## src/rtl/mem_ctrl_pkg.sv

```systemverilog
// mem_ctrl_pkg: FSM state encoding and default bus widths
// shared by the access controller, its bus interface and the bench.
package mem_ctrl_pkg;

  localparam int AW_DEF = 16;
  localparam int DW_DEF = 16;

  typedef enum logic [1:0] {
    IDLE   = 2'd0,
    ACCESS = 2'd1,
    DONE   = 2'd2
  } state_e;

endpackage

```

## src/rtl/mem_access_ctrl_if.sv

```systemverilog
// mem_access_ctrl_if: memory-side request/acknowledge bus
// between the access controller (master) and the memory (slave).
interface mem_access_ctrl_if
  import mem_ctrl_pkg::*;
#(
  parameter int AW = AW_DEF,
  parameter int DW = DW_DEF
);

  logic          mem_req;
  logic          mem_we;
  logic [AW-1:0] mem_addr;
  logic [DW-1:0] mem_wdata;
  logic          mem_ack;
  logic [DW-1:0] mem_rdata;

  modport master (
    output mem_req,
    output mem_we,
    output mem_addr,
    output mem_wdata,
    input  mem_ack,
    input  mem_rdata
  );

  modport slave (
    input  mem_req,
    input  mem_we,
    input  mem_addr,
    input  mem_wdata,
    output mem_ack,
    output mem_rdata
  );

endinterface

```

## src/rtl/mem_timeout_cnt.sv

```systemverilog
// mem_timeout_cnt: counts ACCESS cycles, flags the last allowed one
// so the controller can abort an unacknowledged access.
module mem_timeout_cnt #(
  parameter int TIMEOUT = 15
) (
  input  logic clk,
  input  logic rst_b,
  input  logic clr,
  input  logic en,
  output logic expired
);

  localparam int CW = $clog2(TIMEOUT + 1);

  logic [CW-1:0] cnt;

  always_ff @(posedge clk or posedge rst_b) begin
    if (rst_b) begin
      cnt <= '0;
    end else if (clr) begin
      cnt <= '0;
    end else if (en && !expired) begin
      cnt <= cnt + 1'b1;
    end
  end

  // high during the TIMEOUT-th cycle so the abort lands on its edge
  assign expired = en && (cnt == CW'(TIMEOUT - 1));

endmodule

```

## src/rtl/mem_access_ctrl.sv

```systemverilog
// mem_access_ctrl: single-outstanding memory access FSM (IDLE/ACCESS/DONE).
// Define MEM_TIMEOUT_EN to abort unacknowledged accesses after TIMEOUT cycles.
module mem_access_ctrl
  import mem_ctrl_pkg::*;
#(
  parameter int AW      = AW_DEF,
  parameter int DW      = DW_DEF,
  parameter int TIMEOUT = 15
) (
  input  logic          clk,
  input  logic          rst_b,
  input  logic [AW-1:0] ar_addr,
  input  logic          req,
  input  logic          we,
  input  logic [DW-1:0] wdata,
  output logic          busy,
  output logic          done,
  output logic [DW-1:0] rdata,
  output logic          err,
  mem_access_ctrl_if.master mem
);

  state_e        state;
  logic [AW-1:0] addr_q;
  logic          we_q;
  logic [DW-1:0] wdata_q;
  logic          expired;

  // busy is exactly the ACCESS state, so it gates the bus outputs
  assign mem.mem_req   = busy;
  assign mem.mem_we    = busy & we_q;
  assign mem.mem_addr  = busy ? addr_q  : '0;
  assign mem.mem_wdata = busy ? wdata_q : '0;

`ifdef MEM_TIMEOUT_EN
  mem_timeout_cnt #(
    .TIMEOUT(TIMEOUT)
  ) u_tmo (
    .clk     (clk),
    .rst_b   (rst_b),
    .clr     (state == IDLE && req),
    .en      (state == ACCESS),
    .expired (expired)
  );
`else
  logic unused_tmo;
  assign unused_tmo = (TIMEOUT > 0);
  assign expired    = 1'b0;
  assign err        = 1'b0;
`endif

  always_ff @(posedge clk or posedge rst_b) begin
    if (rst_b) begin
      state   <= IDLE;
      addr_q  <= '0;
      we_q    <= 1'b0;
      wdata_q <= '0;
      busy    <= 1'b0;
      done    <= 1'b0;
      rdata   <= '0;
`ifdef MEM_TIMEOUT_EN
      err     <= 1'b0;
`endif
    end else begin
      unique case (state)
        IDLE: begin
          done <= 1'b0;
          if (req) begin
            addr_q  <= ar_addr;
            we_q    <= we;
            wdata_q <= wdata;
            busy    <= 1'b1;
            state   <= ACCESS;
`ifdef MEM_TIMEOUT_EN
            err     <= 1'b0;
`endif
          end
        end
        ACCESS: begin
          // ack has priority over a same-cycle timeout
          if (mem.mem_ack) begin
            if (!we_q) rdata <= mem.mem_rdata;
            busy  <= 1'b0;
            done  <= 1'b1;
            state <= DONE;
          end else if (expired) begin
`ifdef MEM_TIMEOUT_EN
            err   <= 1'b1;
`endif
            busy  <= 1'b0;
            done  <= 1'b1;
            state <= DONE;
          end
        end
        DONE: begin
          done  <= 1'b0;
          state <= IDLE;
        end
        default: begin
          busy  <= 1'b0;
          done  <= 1'b0;
          state <= IDLE;
        end
      endcase
    end
  end

endmodule

```

## src/flat_wrapper.sv

```systemverilog
// flat-port wrapper written by rule: the top's interface ports become plain ports
module mem_access_ctrl_flat import mem_ctrl_pkg::*;
#(
  parameter int AW      = AW_DEF,
  parameter int DW      = DW_DEF,
  parameter int TIMEOUT = 15
)
  (clk, rst_b, ar_addr, req, we, wdata, busy, done, rdata, err, mem_mem_req, mem_mem_we, mem_mem_addr, mem_mem_wdata, mem_mem_ack, mem_mem_rdata);
  mem_access_ctrl_if #(.AW(AW), .DW(DW)) mem_i ();
  input  logic clk;
  input  logic rst_b;
  input  logic [AW-1:0] ar_addr;
  input  logic req;
  input  logic we;
  input  logic [DW-1:0] wdata;
  output logic busy;
  output logic done;
  output logic [DW-1:0] rdata;
  output logic err;
  output wire logic [$bits(mem_i.mem_req)-1:0] mem_mem_req;
  output wire logic [$bits(mem_i.mem_we)-1:0] mem_mem_we;
  output wire logic [$bits(mem_i.mem_addr)-1:0] mem_mem_addr;
  output wire logic [$bits(mem_i.mem_wdata)-1:0] mem_mem_wdata;
  input wire logic [$bits(mem_i.mem_ack)-1:0] mem_mem_ack;
  input wire logic [$bits(mem_i.mem_rdata)-1:0] mem_mem_rdata;
  assign mem_mem_req = mem_i.mem_req;
  assign mem_mem_we = mem_i.mem_we;
  assign mem_mem_addr = mem_i.mem_addr;
  assign mem_mem_wdata = mem_i.mem_wdata;
  assign mem_i.mem_ack = mem_mem_ack;
  assign mem_i.mem_rdata = mem_mem_rdata;
  mem_access_ctrl #(.AW(AW), .DW(DW), .TIMEOUT(TIMEOUT)) u_core (.clk(clk), .rst_b(rst_b), .ar_addr(ar_addr), .req(req), .we(we), .wdata(wdata), .busy(busy), .done(done), .rdata(rdata), .err(err), .mem(mem_i));
endmodule
```

## config.mk

```make
export PLATFORM = sky130hd
export DESIGN_NAME = mem_access_ctrl_flat
export DESIGN_NICKNAME = d
export VERILOG_FILES = /design/src/rtl/mem_ctrl_pkg.sv /design/src/rtl/mem_access_ctrl_if.sv /design/src/rtl/mem_timeout_cnt.sv /design/src/rtl/mem_access_ctrl.sv /design/src/flat_wrapper.sv
export SDC_FILE = /design/constraint.sdc
export NUM_CORES = 1
export LEC_CHECK = 0
export ABC_AREA = 0
export CORE_MARGIN = 2
export CORE_UTILIZATION = 44
export CTS_CLUSTER_DIAMETER = 80
export DETAILED_ROUTE_END_ITERATION = 10
export GPL_TIMING_DRIVEN = 1
export HOLD_SLACK_MARGIN = 0.03
export MAX_ROUTING_LAYER = met4
export PLACE_DENSITY = 0.85
export SETUP_SLACK_MARGIN = 0.02
export SLEW_MARGIN = 20
export SYNTH_ARGS = -nofsm -noshare
export SYNTH_HDL_FRONTEND = slang
export SYNTH_SLANG_ARGS = --single-unit
```

## constraint.sdc

```tcl
create_clock -name clk -period 3.8 [get_ports clk]
set_clock_uncertainty 0.05 [all_clocks]
set_input_delay 0.76 -clock clk [delete_from_list [all_inputs] [get_ports clk]]
set_output_delay 0.76 -clock clk [all_outputs]
set_load 0.02 [all_outputs]
```

== Yosys cells after proc, flatten, opt, wreduce, memory -nomap -nowiden ==
Cells that the tools add are included.
Storage, ports and cells
  output and inout bits: 53
  bits in latches: 0
  memories: 0
  bits in writable memories: 0
  input bits: 53
  register bits: 53
  memory bits (read-only): 0
  word-level logic and storage cells: 29
Cells by class
  equality and inequality tests: 4
  multiplexer cells: 10
  $lt $le $gt $ge: 0
  multiply operators: 0
  bitwise logic cells: 3
  reduce and logical (&&, ||, !) cells: 5
  add/subtract/negate cells: 0
  shift-type cells: 0
  div/mod/pow operators: 0
Operators with widths (count)
  16-bit two-way mux: 2
  3-bit AND reduction: 2
  1-bit two-way mux: 4
  2-bit two-way mux: 2
  2-bit inequality test (second input constant): 2
  2-bit case mux with 2 select lines: 1
  2-bit AND reduction: 2
  1-bit case mux with 3 select lines: 1
  2-bit by 1-bit equality test with 1-bit output (second input constant): 1
  2-bit equality test (second input constant): 1
  2-bit zero test: 1
  1-bit inverter: 2
  1-bit bitwise AND: 1

== Depth between registers and ports, before layout ==
  depth in word-level cells: 3
  depth in mapped cells: 5
  mapped depth without buffers: 3

== Worst setup path before layout ==
OpenSTA, ideal clock, no wires.
  path kind: register to output
  from: reg u_core.busy
  to: out mem_mem_wdata[10]
  data arrival time: 1.014 ns
  path buffers: 1
  path slack: 1.976 ns
  required time: 2.990 ns
  stages on the path, launching flop included: 3
  cell sequence: dfrtp_1 clkbuf_1 and2_1
Between the ends
  cells in the longest elaborated chain, start to end: 1
Ends and longest elaborated chain
  from (decl): RTL line mem_access_ctrl.sv:16  | output logic busy,
  from (signal assigned): RTL line mem_access_ctrl.sv:58  | busy <= 1'b0;
  from (signal assigned): RTL line mem_access_ctrl.sv:72  | busy <= 1'b1;
  from (signal assigned): RTL line mem_access_ctrl.sv:83  | busy <= 1'b0;
  16-bit two-way mux: RTL line mem_access_ctrl.sv:33  | assign mem.mem_wdata = busy ? wdata_q : '0;
  to (decl): RTL line flat_wrapper.sv:23  | output wire logic [$bits(mem_i.mem_wdata)-1:0] mem_mem_wdata;
No other way between the ends.

== Worst setup path in the final report ==
  from: reg u_core.busy
  to: out mem_mem_wdata[0]
The elaborated chain is that of the path after synthesis.

==> results.sh <==
export IMPL_outcome="completed"
export IMPL_routed_via_count=1536
export IMPL_path_clk_slew_ns=0.09
export IMPL_rows=26
export IMPL_die_area_um2=5800
export IMPL_grt_start_max_net_pins=54
export IMPL_final_common_cell="clkdlybuf4s50_1"
export IMPL_slowest_delay_ns=0.93
export IMPL_grt_usage_pct=16.6
export IMPL_design_portCount=106
export IMPL_cts_hold_buf=0
export IMPL_fin_crit_ns=2.91
export IMPL_rsz0062_at_grt="no"
export IMPL_ys_ff_latch=53
export IMPL_synth_cell_area_um2=2290
export IMPL_wl_per_cell_um=13.6
export IMPL_portBuffers=104
export IMPL_cts_setup_buffers=0
export IMPL_yosys_top_cells_area="dfrtp_1 58%, mux2_2 19%, and2_1 9.0%"
export IMPL_worst_ep_required_time_ns=2.99
export IMPL_die_x_um=76.2
export IMPL_crit_chain="and2_1 -> clkdlybuf4s50_1"
export IMPL_syn_area_per_cell_um2=14.5
export IMPL_via_per_inst=4.64
export IMPL_ff2ff_path_depth=3
export IMPL_start_kind="flip-flop"
export IMPL_arrival_ns=2.10
export IMPL_nets=314
export IMPL_cp_max_fo=37
export IMPL_clockBufferDepth=2
export IMPL_antenna_found_initial=0
export IMPL_dr_pass1_iters=4
export IMPL_cts_sinks=53
export IMPL_dp_hpwl_um=3340
export IMPL_fin_crit_sh_pct=76.5
export IMPL_ir_drop_uv=408
export IMPL_crit_family="flip-flops"
export IMPL_postRouteAntennaNets=0
export IMPL_die_y_um=76.2
export IMPL_seq_area_frac_synth_pct=57.9
export IMPL_r2r_slack_ns=1.97
export IMPL_hold_path_end="u_core.addr_q[2]$_DFFE_PP0P_"
export IMPL_synth_top_area_share_pct=57.9
export IMPL_drive_above_1_share_pct=23.0
export IMPL_drtIter0Drc=53
export IMPL_netlist_cell_type_count=19
export IMPL_tightest_slew_ns=0.890
export IMPL_relSlewSlack_pct=40.7
export IMPL_path_class="flip-flop to primary output"
export IMPL_end_kind="primary output"
export IMPL_yosysWarningCount=0
export IMPL_final_util_pct=67.9
export IMPL_p_leak_nw=1.43
export IMPL_htreeDepth=2
export IMPL_regToRegEndpoint="u_core.addr_q[9]$_DFFE_PP0P_"
export IMPL_setup_viol_count_final=0
export IMPL_tns_ns=0
export IMPL_min_delay_start="u_core.addr_q[2]$_DFFE_PP0P_"
export IMPL_place_gp_congestion=0.712
export IMPL_r2r_start="u_core.state[0]$_DFFE_PP0P_"
export IMPL_drc=0
export IMPL_clk_latency_ns=0.29
export IMPL_powerDensity_nw_per_um2=653
export IMPL_routed_wl_um=4520
export IMPL_grt_pass1_vias=1658
export IMPL_final_max_slew_violation_count=0
export IMPL_cts_tree="yes"
export IMPL_postSynthCellCount=158
export IMPL_critical_path_buf_inv_count=1
export IMPL_initial_core_util_pct=45.1
export IMPL_root_buffer="clkbuf_8"
export IMPL_fillers=410
export IMPL_antenna_cells=0
export IMPL_yosysTopAreaCell="dfrtp_1"
export IMPL_clock_fmax_mhz=344
export IMPL_cts_buffers=5
export IMPL_hold_viol=0
export IMPL_final_cell_mix="104 x clkdlybuf4s50_1, 53 x dfrtp_1, 39 x mux2_2"
export IMPL_syn2layout_area_growth_pct=50.5
export IMPL_holdPathStages=1
export IMPL_maxCapViolCount=0
export IMPL_gr_total_overflow=0
export IMPL_ctsResizeCount=0
export IMPL_min_path_type="flip-flop to flip-flop"
export IMPL_critical_path_slowest_cell="dfrtp_1"
export IMPL_grt_pass1_wl_um=7640
export IMPL_core_area_um2=5070
export IMPL_synth_net_count=211
## per-stage QoR
stage	instances	hold slack, ns	worst slack [ns]	power (mW)	instance area (um^2)
after floorplan	158	0.410	1.70	1.46	2290
after global routing	331	0.469	0.736	2.37	3450
after global placement	324	0.431	1.14	1.94	3360
after detailed placement	324	0.438	1.13	1.97	3360
after CTS	331	0.457	0.846	2.28	3450
final	331	0.455	0.894	2.25	3450
## synth_stat cells
master / instances
nor3b_2: 1
and3b_1: 1
o211a_1: 1
o21ai_0: 1
mux2_4: 10
mux2i_1: 1
buf_12: 1
a21oi_1: 1
buf_6: 1
inv_1: 3
nor2b_4: 1
nor2_1: 1
and2_1: 33
buf_4: 5
conb_1: 1
clkbuf_1: 3
dfrtp_1: 53
nand3_1: 1
mux2_2: 39
## power breakdown
group	internal (mW)	switching (mW)	total (mW)
combinational	0.616	0.447	1.06
clock	0.145	0.163	0.308
sequential	0.757	0.122	0.879
total	1.52	0.733	2.25
## state kept, by name, summed over array words and instances, names as in the netlist
name	flops
u_core.rdata	16
u_core.wdata_q	16
u_core.addr_q	16
u_core.busy	1
u_core.state	2
u_core.done	1
u_core.we_q	1
## worst reg2reg max path, cell delays in order, from the launching register on
cell     delay, ns
dfrtp_1       0.46
nor3b_4       0.55
buf_4         0.30
mux2_2        0.35
## layout make-up
type,count,area (um^2),share of cell area [%]
tap,70,87.6,2.54
inverter,3,12.5,0.363
timing repair buffer,106,1060,30.6
sequential,53,1330,38.5
multi-input combinational,92,880,25.5
clock buffer,7,86.3,2.50
## cells by family (layout without fill, tap and decap cells)
| family | count (synthesis) | in the layout | synth area share [%] |
|---|---|---|---|
| and+or+nand+nor | 38 | 38 | 10.9 |
| AOI/OAI and AO/OA | 3 | 3 | 0.873 |
| DFF | 53 | 53 | 57.9 |
| muxes | 50 | 50 | 26.2 |
| buffers and inverters | 13 | 116 | 3.99 |
| other | 1 | 1 | 0.164 |
## how the worst max path moves through the flow
stage / from / to / slack (ns) / cells past startpoint
floorplan: rst_b / u_core.addr_q[0]$_DFFE_PP0P_ / 1.70 / 1
global placement: req / u_core.wdata_q[12]$_DFFE_PP0P_ / 1.14 / 4
detailed placement: req / u_core.wdata_q[8]$_DFFE_PP0P_ / 1.13 / 4
CTS: u_core.busy$_DFFE_PP0P_ / mem_mem_wdata[0] / 0.85 / 2
global route: u_core.busy$_DFFE_PP0P_ / mem_mem_wdata[0] / 0.74 / 2
finish: u_core.busy$_DFFE_PP0P_ / mem_mem_wdata[0] / 0.89 / 2
## per-layer routing
metal,GRT usage [%],vias up,part of all wire [%]
met5,-,-,0
met1,20.1,741,43
li1,-,725,-
met3,4.62,4,7.2
met4,3.82,0,0.60
met2,28.1,66,49
(Power assumes the default switching activity.)
